==> src/rtl/radix5_input_buffer_if.sv <==
// Serial-in / frame-out bundle between the sample source, the radix-5 input buffer and the butterfly.
// No state: wires only.
// The slave modport is the buffer's view. The master modport is the view of the source/sink that drives it.
interface radix5_input_buffer_if #(
    parameter int W = 32
);
    logic           in_valid;
    logic           in_ready;
    logic [W-1:0]   in_re;
    logic [W-1:0]   in_img;
    logic           out_valid;
    logic           out_ready;
    logic [5*W-1:0] out_re;
    logic [5*W-1:0] out_img;

    modport master (
        output in_valid, in_re, in_img, out_ready,
        input  in_ready, out_valid, out_re, out_img
    );

    modport slave (
        input  in_valid, in_re, in_img, out_ready,
        output in_ready, out_valid, out_re, out_img
    );
endinterface

==> src/rtl/radix5_input_buffer.sv <==
// Collects 5 serial complex samples into a frame. Two banks ping-pong so the next frame fills while the current one is read.
// Latency: the frame is presented in the cycle after its 5th sample is accepted, as long as that bank is the read bank.
// Backpressure: in_ready drops only while both banks are full, and a frame is held stable until out_ready consumes it.
module radix5_input_buffer #(
    parameter int W = 32
) (
    input  logic                  clk,
    input  logic                  rst,
    radix5_input_buffer_if.slave  bus
);
    logic           wsel_q, wsel_d;
    logic [2:0]     widx_q, widx_d;
    logic           rsel_q, rsel_d;
    logic [1:0]     full_q, full_d;
    logic [W-1:0]   re_q  [2][5];
    logic [W-1:0]   re_d  [2][5];
    logic [W-1:0]   img_q [2][5];
    logic [W-1:0]   img_d [2][5];

    logic           accept;
    logic           drain;
    logic [5*W-1:0] out_re_w;
    logic [5*W-1:0] out_img_w;

    // An accept needs the write bank to be free. A drain needs the read bank to be full.
    // So one edge can never accept into and drain from the same bank.
    assign accept        = bus.in_valid & ~full_q[wsel_q];
    assign drain         = bus.out_ready & full_q[rsel_q];
    assign bus.in_ready  = ~full_q[wsel_q];
    assign bus.out_valid = full_q[rsel_q];
    assign bus.out_re    = out_re_w;
    assign bus.out_img   = out_img_w;

    // Present the read bank straight from storage, with word k at bits [W*k +: W].
    always_comb begin
        out_re_w  = '0;
        out_img_w = '0;
        for (int k = 0; k < 5; k++) begin
            out_re_w[W*k +: W]  = re_q[rsel_q][k];
            out_img_w[W*k +: W] = img_q[rsel_q][k];
        end
    end

    // Next state: write the accepted sample, close the frame on index 4, and free the bank on a drain.
    always_comb begin
        wsel_d = wsel_q;
        widx_d = widx_q;
        rsel_d = rsel_q;
        full_d = full_q;
        re_d   = re_q;
        img_d  = img_q;
        if (accept) begin
            re_d[wsel_q][widx_q]  = bus.in_re;
            img_d[wsel_q][widx_q] = bus.in_img;
            if (widx_q == 3'd4) begin
                full_d[wsel_q] = 1'b1;
                wsel_d         = ~wsel_q;
                widx_d         = 3'd0;
            end else begin
                widx_d = widx_q + 3'd1;
            end
        end
        if (drain) begin
            full_d[rsel_q] = 1'b0;
            rsel_d         = ~rsel_q;
        end
    end

    // State register. Reset takes effect at once and wipes all frames and the stored data.
    always_ff @(posedge clk or posedge rst) begin
        if (rst) begin
            wsel_q <= 1'b0;
            widx_q <= 3'd0;
            rsel_q <= 1'b0;
            full_q <= 2'b00;
            for (int b = 0; b < 2; b++) begin
                for (int k = 0; k < 5; k++) begin
                    re_q[b][k]  <= '0;
                    img_q[b][k] <= '0;
                end
            end
        end else begin
            wsel_q <= wsel_d;
            widx_q <= widx_d;
            rsel_q <= rsel_d;
            full_q <= full_d;
            re_q   <= re_d;
            img_q  <= img_d;
        end
    end
endmodule

==> src/flat_wrapper.sv <==
// flat-port wrapper written by rule: the top's interface ports become plain ports
module radix5_input_buffer_flat 
#(
    parameter int W = 32
)
  (clk, rst, bus_in_valid, bus_in_re, bus_in_img, bus_out_ready, bus_in_ready, bus_out_valid, bus_out_re, bus_out_img);
  radix5_input_buffer_if #(.W(W)) bus_i ();
  input  logic clk;
  input  logic rst;
  input wire logic [$bits(bus_i.in_valid)-1:0] bus_in_valid;
  input wire logic [$bits(bus_i.in_re)-1:0] bus_in_re;
  input wire logic [$bits(bus_i.in_img)-1:0] bus_in_img;
  input wire logic [$bits(bus_i.out_ready)-1:0] bus_out_ready;
  output wire logic [$bits(bus_i.in_ready)-1:0] bus_in_ready;
  output wire logic [$bits(bus_i.out_valid)-1:0] bus_out_valid;
  output wire logic [$bits(bus_i.out_re)-1:0] bus_out_re;
  output wire logic [$bits(bus_i.out_img)-1:0] bus_out_img;
  assign bus_i.in_valid = bus_in_valid;
  assign bus_i.in_re = bus_in_re;
  assign bus_i.in_img = bus_in_img;
  assign bus_i.out_ready = bus_out_ready;
  assign bus_in_ready = bus_i.in_ready;
  assign bus_out_valid = bus_i.out_valid;
  assign bus_out_re = bus_i.out_re;
  assign bus_out_img = bus_i.out_img;
  radix5_input_buffer #(.W(W)) u_core (.clk(clk), .rst(rst), .bus(bus_i));
endmodule
==> config.mk <==
export PLATFORM = sky130hd
export DESIGN_NAME = radix5_input_buffer_flat
export DESIGN_NICKNAME = d
export VERILOG_FILES = /design/src/rtl/radix5_input_buffer_if.sv /design/src/rtl/radix5_input_buffer.sv /design/src/flat_wrapper.sv
export SDC_FILE = /design/constraint.sdc
export NUM_CORES = 1
export LEC_CHECK = 0
export ABC_AREA = 0
export BUFFER_PORTS_ARGS = -buffer_cell sky130_fd_sc_hd__buf_2
export CORE_UTILIZATION = 32
export CTS_CLUSTER_SIZE = 14
export DETAILED_ROUTE_END_ITERATION = 10
export PLACE_DENSITY_LB_ADDON = 0.2
export SLEW_MARGIN = 10
export SYNTH_ARGS = -nofsm -noshare
export SYNTH_HDL_FRONTEND = slang
export SYNTH_SLANG_ARGS = --single-unit
==> constraint.sdc <==
create_clock -name clk -period 57.6 [get_ports clk]
set_input_delay 14.4 -clock clk [delete_from_list [all_inputs] [get_ports clk]]
set_output_delay 14.4 -clock clk [all_outputs]
set_load 0.05 [all_outputs]
==> impl_metrics.csv <==
group,metric,value,unit
cts,numCtsBuffers,76,
floorplanning,die_x,300,um
cts,cts_hold_buf,0,
routing,drt-initial-drc-count,596,
floorplanning,rows,108,
hold_path,hold_depth,1,
floorplanning,coreArea,87400,um2
cts,clockRootBuffer,"clkbuf_16",
logic_synthesis,ys_top_cells_by_count,"mux2_2, dfrtp_1, buf_1, mux2_4, buf_2",
logic_synthesis,avgSynthCellArea,15.7,um2
cts,cts_setup_buffers,0,
cts,cts_resized,0,
grt,antenna_found_initial,8,
routing,num_vias,16300,
logic_synthesis,yosysWarningCount,0,
timing,post-route-min-period,18.62,ns
routing,avgViaCountPerCell,4.85,
logic_synthesis,synth_flop_cell,"dfrtp_1",
timing,fmax,0.0537,GHz
hold_path,min_path_type,"flip-flop to flip-flop",
critical_path,reg2reg_depth,4,
timing,clock-skew-final,0.0237,ns
routing,firstDrtPassIters,4,
critical_path,crit_path_start_kind,"flip-flop",
final_layout,layout.nets,2210,
cts,htree_levels,3,
floorplanning,die_area,90100,um2
final_layout,layout-drive-gt1-share,68.0,%
logic_synthesis,synth.area.top_cells,"dfrtp_1, mux2_2, mux2_4",
timing,rsz0062_at_grt,"no",
logic_synthesis,syn_nets,1885,
critical_path,arrival,4.22,ns
timing,tns,0,ns
logic_synthesis,synth_edf_count,0,
floorplanning,die_y,300,um
grt,grt_max_degree,165,
timing,setup_viol,0,
critical_path,worst-setup-path-type,"flip-flop to output port",
cts,cts_tree,"built",
floorplanning,start_util,32.5,%
critical_path,required,43.20,ns
run,drv_cap,0,
logic_synthesis,synth_area,28400,um2
placed_design,dpl.hpwl,48100,um
timing,hold_viol_final,0,
routing,wl_per_cell,23.0,um
timing,maxSlewViolCount,0,
final_layout,area_growth,18.8,%
grt,grt_pass1_vias,17800,
timing,relSlewSlack,26.9,%
grt,grt_pass1_wl,116000,um
cts,ctsLongestPathBuffers,3,
status,outcome,"finished clean",
logic_synthesis,synth_top_area_share,56.9,%
routing,drc_errors,0,
routing,routed_wl,77100,um
logic_synthesis,yosys.area.top_type,"dfrtp_1",
critical_path,worst-path-max-fanout,77,
logic_synthesis,synth_most_common_cell,"mux2_2",
placed_design,gp_congestion,0.762,
cts,clkSinkCount,647,
logic_synthesis,synthCells,1815,
critical_path,end_kind,"output port",
cts,clock_latency,0.61,ns
grt,grt-ovfl-total,0,
logic_synthesis,synth-seq-cells,647,
floorplanning,io_pins,390,
grt,track_usage,17.1,%
timing,fin_crit_sh,32.3,%
logic_synthesis,postSynth.asyncResetShare,100,%
cts,clkTransAtPathRegs,0.06,ns
routing,ant_nets,0,
timing,tightest_slew,1.10,ns
logic_synthesis,yosysSeqAreaShare,56.9,%
placed_design,portBuffers,389,
logic_synthesis,synth_cell_types,32,
per-stage QoR:
stage / instance area, um2 / util (%) / hold WS, ns / worst slack, ns / instances
4_1_cts: 33800 / 38.6 / 0.488 / 38.93 / 3352
3_3_place_gp: 31200 / 35.7 / 0.464 / 39.68 / 3217
2_1_floorplan: 28400 / - / 0.452 / 25.07 / 1815
3_5_place_dp: 31200 / 35.7 / 0.475 / 39.60 / 3217
6_report: 33800 / 38.6 / 0.483 / 38.98 / 3353
5_1_grt: 33800 / 38.6 / 0.503 / 38.78 / 3353
sequential cells by signal (all words and copies together), names as in the netlist:
name and cells:
u_core.img_q 320, u_core.re_q 320, u_core.widx_q 3, u_core.full_q 2, u_core.rsel_q 1, u_core.wsel_q 1
worst max-delay path, stage by stage, from the launching register on:
cell	delay, ns
dfrtp_4	1.00
buf_4	0.81
buf_4	0.84
mux2_2	0.43
buf_2	0.21
layer usage:
layer  routed length (um)  GRT usage (%)  up-vias
met1                34000           22.2     8620
met3                 4400           4.39      134
met2                36400           27.6      375
met4                 2190           5.79       12
li1                     -              -     7117
met5                   80              0        -
cells in the final DEF (no fill, tap or decap), types with 3 or more instances in the layout:
master	Yosys	routed
nand2_4	0	5
clkinv_2	0	13
buf_2	57	389
inv_6	0	3
dfrtp_1	647	646
nand2_1	9	5
clkbuf_16	0	77
mux2_4	60	60
mux2_1	19	19
clkinvlp_4	0	3
buf_4	8	20
clkbuf_8	0	19
mux2_2	884	884
bufinv_16	0	5
nor2_1	3	3
clkbuf_1	4	11
area by class of cell:
cell class | instances | area, um2
diodes | 1 | 2.50
clock buffers | 107 | 2230
clock inverters | 28 | 350
fillers | 8168 | 53600
inverters | 3 | 18.8
multi-input cells | 1001 | 11400
flip-flops and latches | 647 | 16200
well taps | 1155 | 1450
repair buffers | 411 | 2140
cells by family after synthesis:
family                     after synthesis  share of synthesized area [%]
AOI/OAI and AO/OA                        8                          0.194
adders and majority gates                2                         0.0879
buffers and inverters                  167                           3.19
DFF                                    647                           56.9
muxes                                  964                           38.9
and+or+nand+nor                         27                          0.673
final timing paths:
| path | start | to | slack (ns) |
|---|---|---|---|
| setup / recovery | u_core.rsel_q$_DFFE_PP0P_ | bus_out_img[16] | 38.98 |
| hold / removal | u_core.re_q[208]$_DFFE_PP0P_ | u_core.re_q[208]$_DFFE_PP0P_ | 0.48 |
| setup reg to reg | u_core.wsel_q$_DFFE_PP0P_ | u_core.re_q[133]$_DFFE_PP0P_ | 54.50 |
| hold reg to reg | u_core.re_q[208]$_DFFE_PP0P_ | u_core.re_q[208]$_DFFE_PP0P_ | 0.48 |
| max in group asynchronous | rst | u_core.img_q[298]$_DFFE_PP0P_ | 41.51 |
| min in group asynchronous | rst | u_core.img_q[70]$_DFFE_PP0P_ | 13.94 |
Power is left out: the tool's default activity adds up to more than one toggle a clock period on the data nets, which glitch-free logic cannot reach.
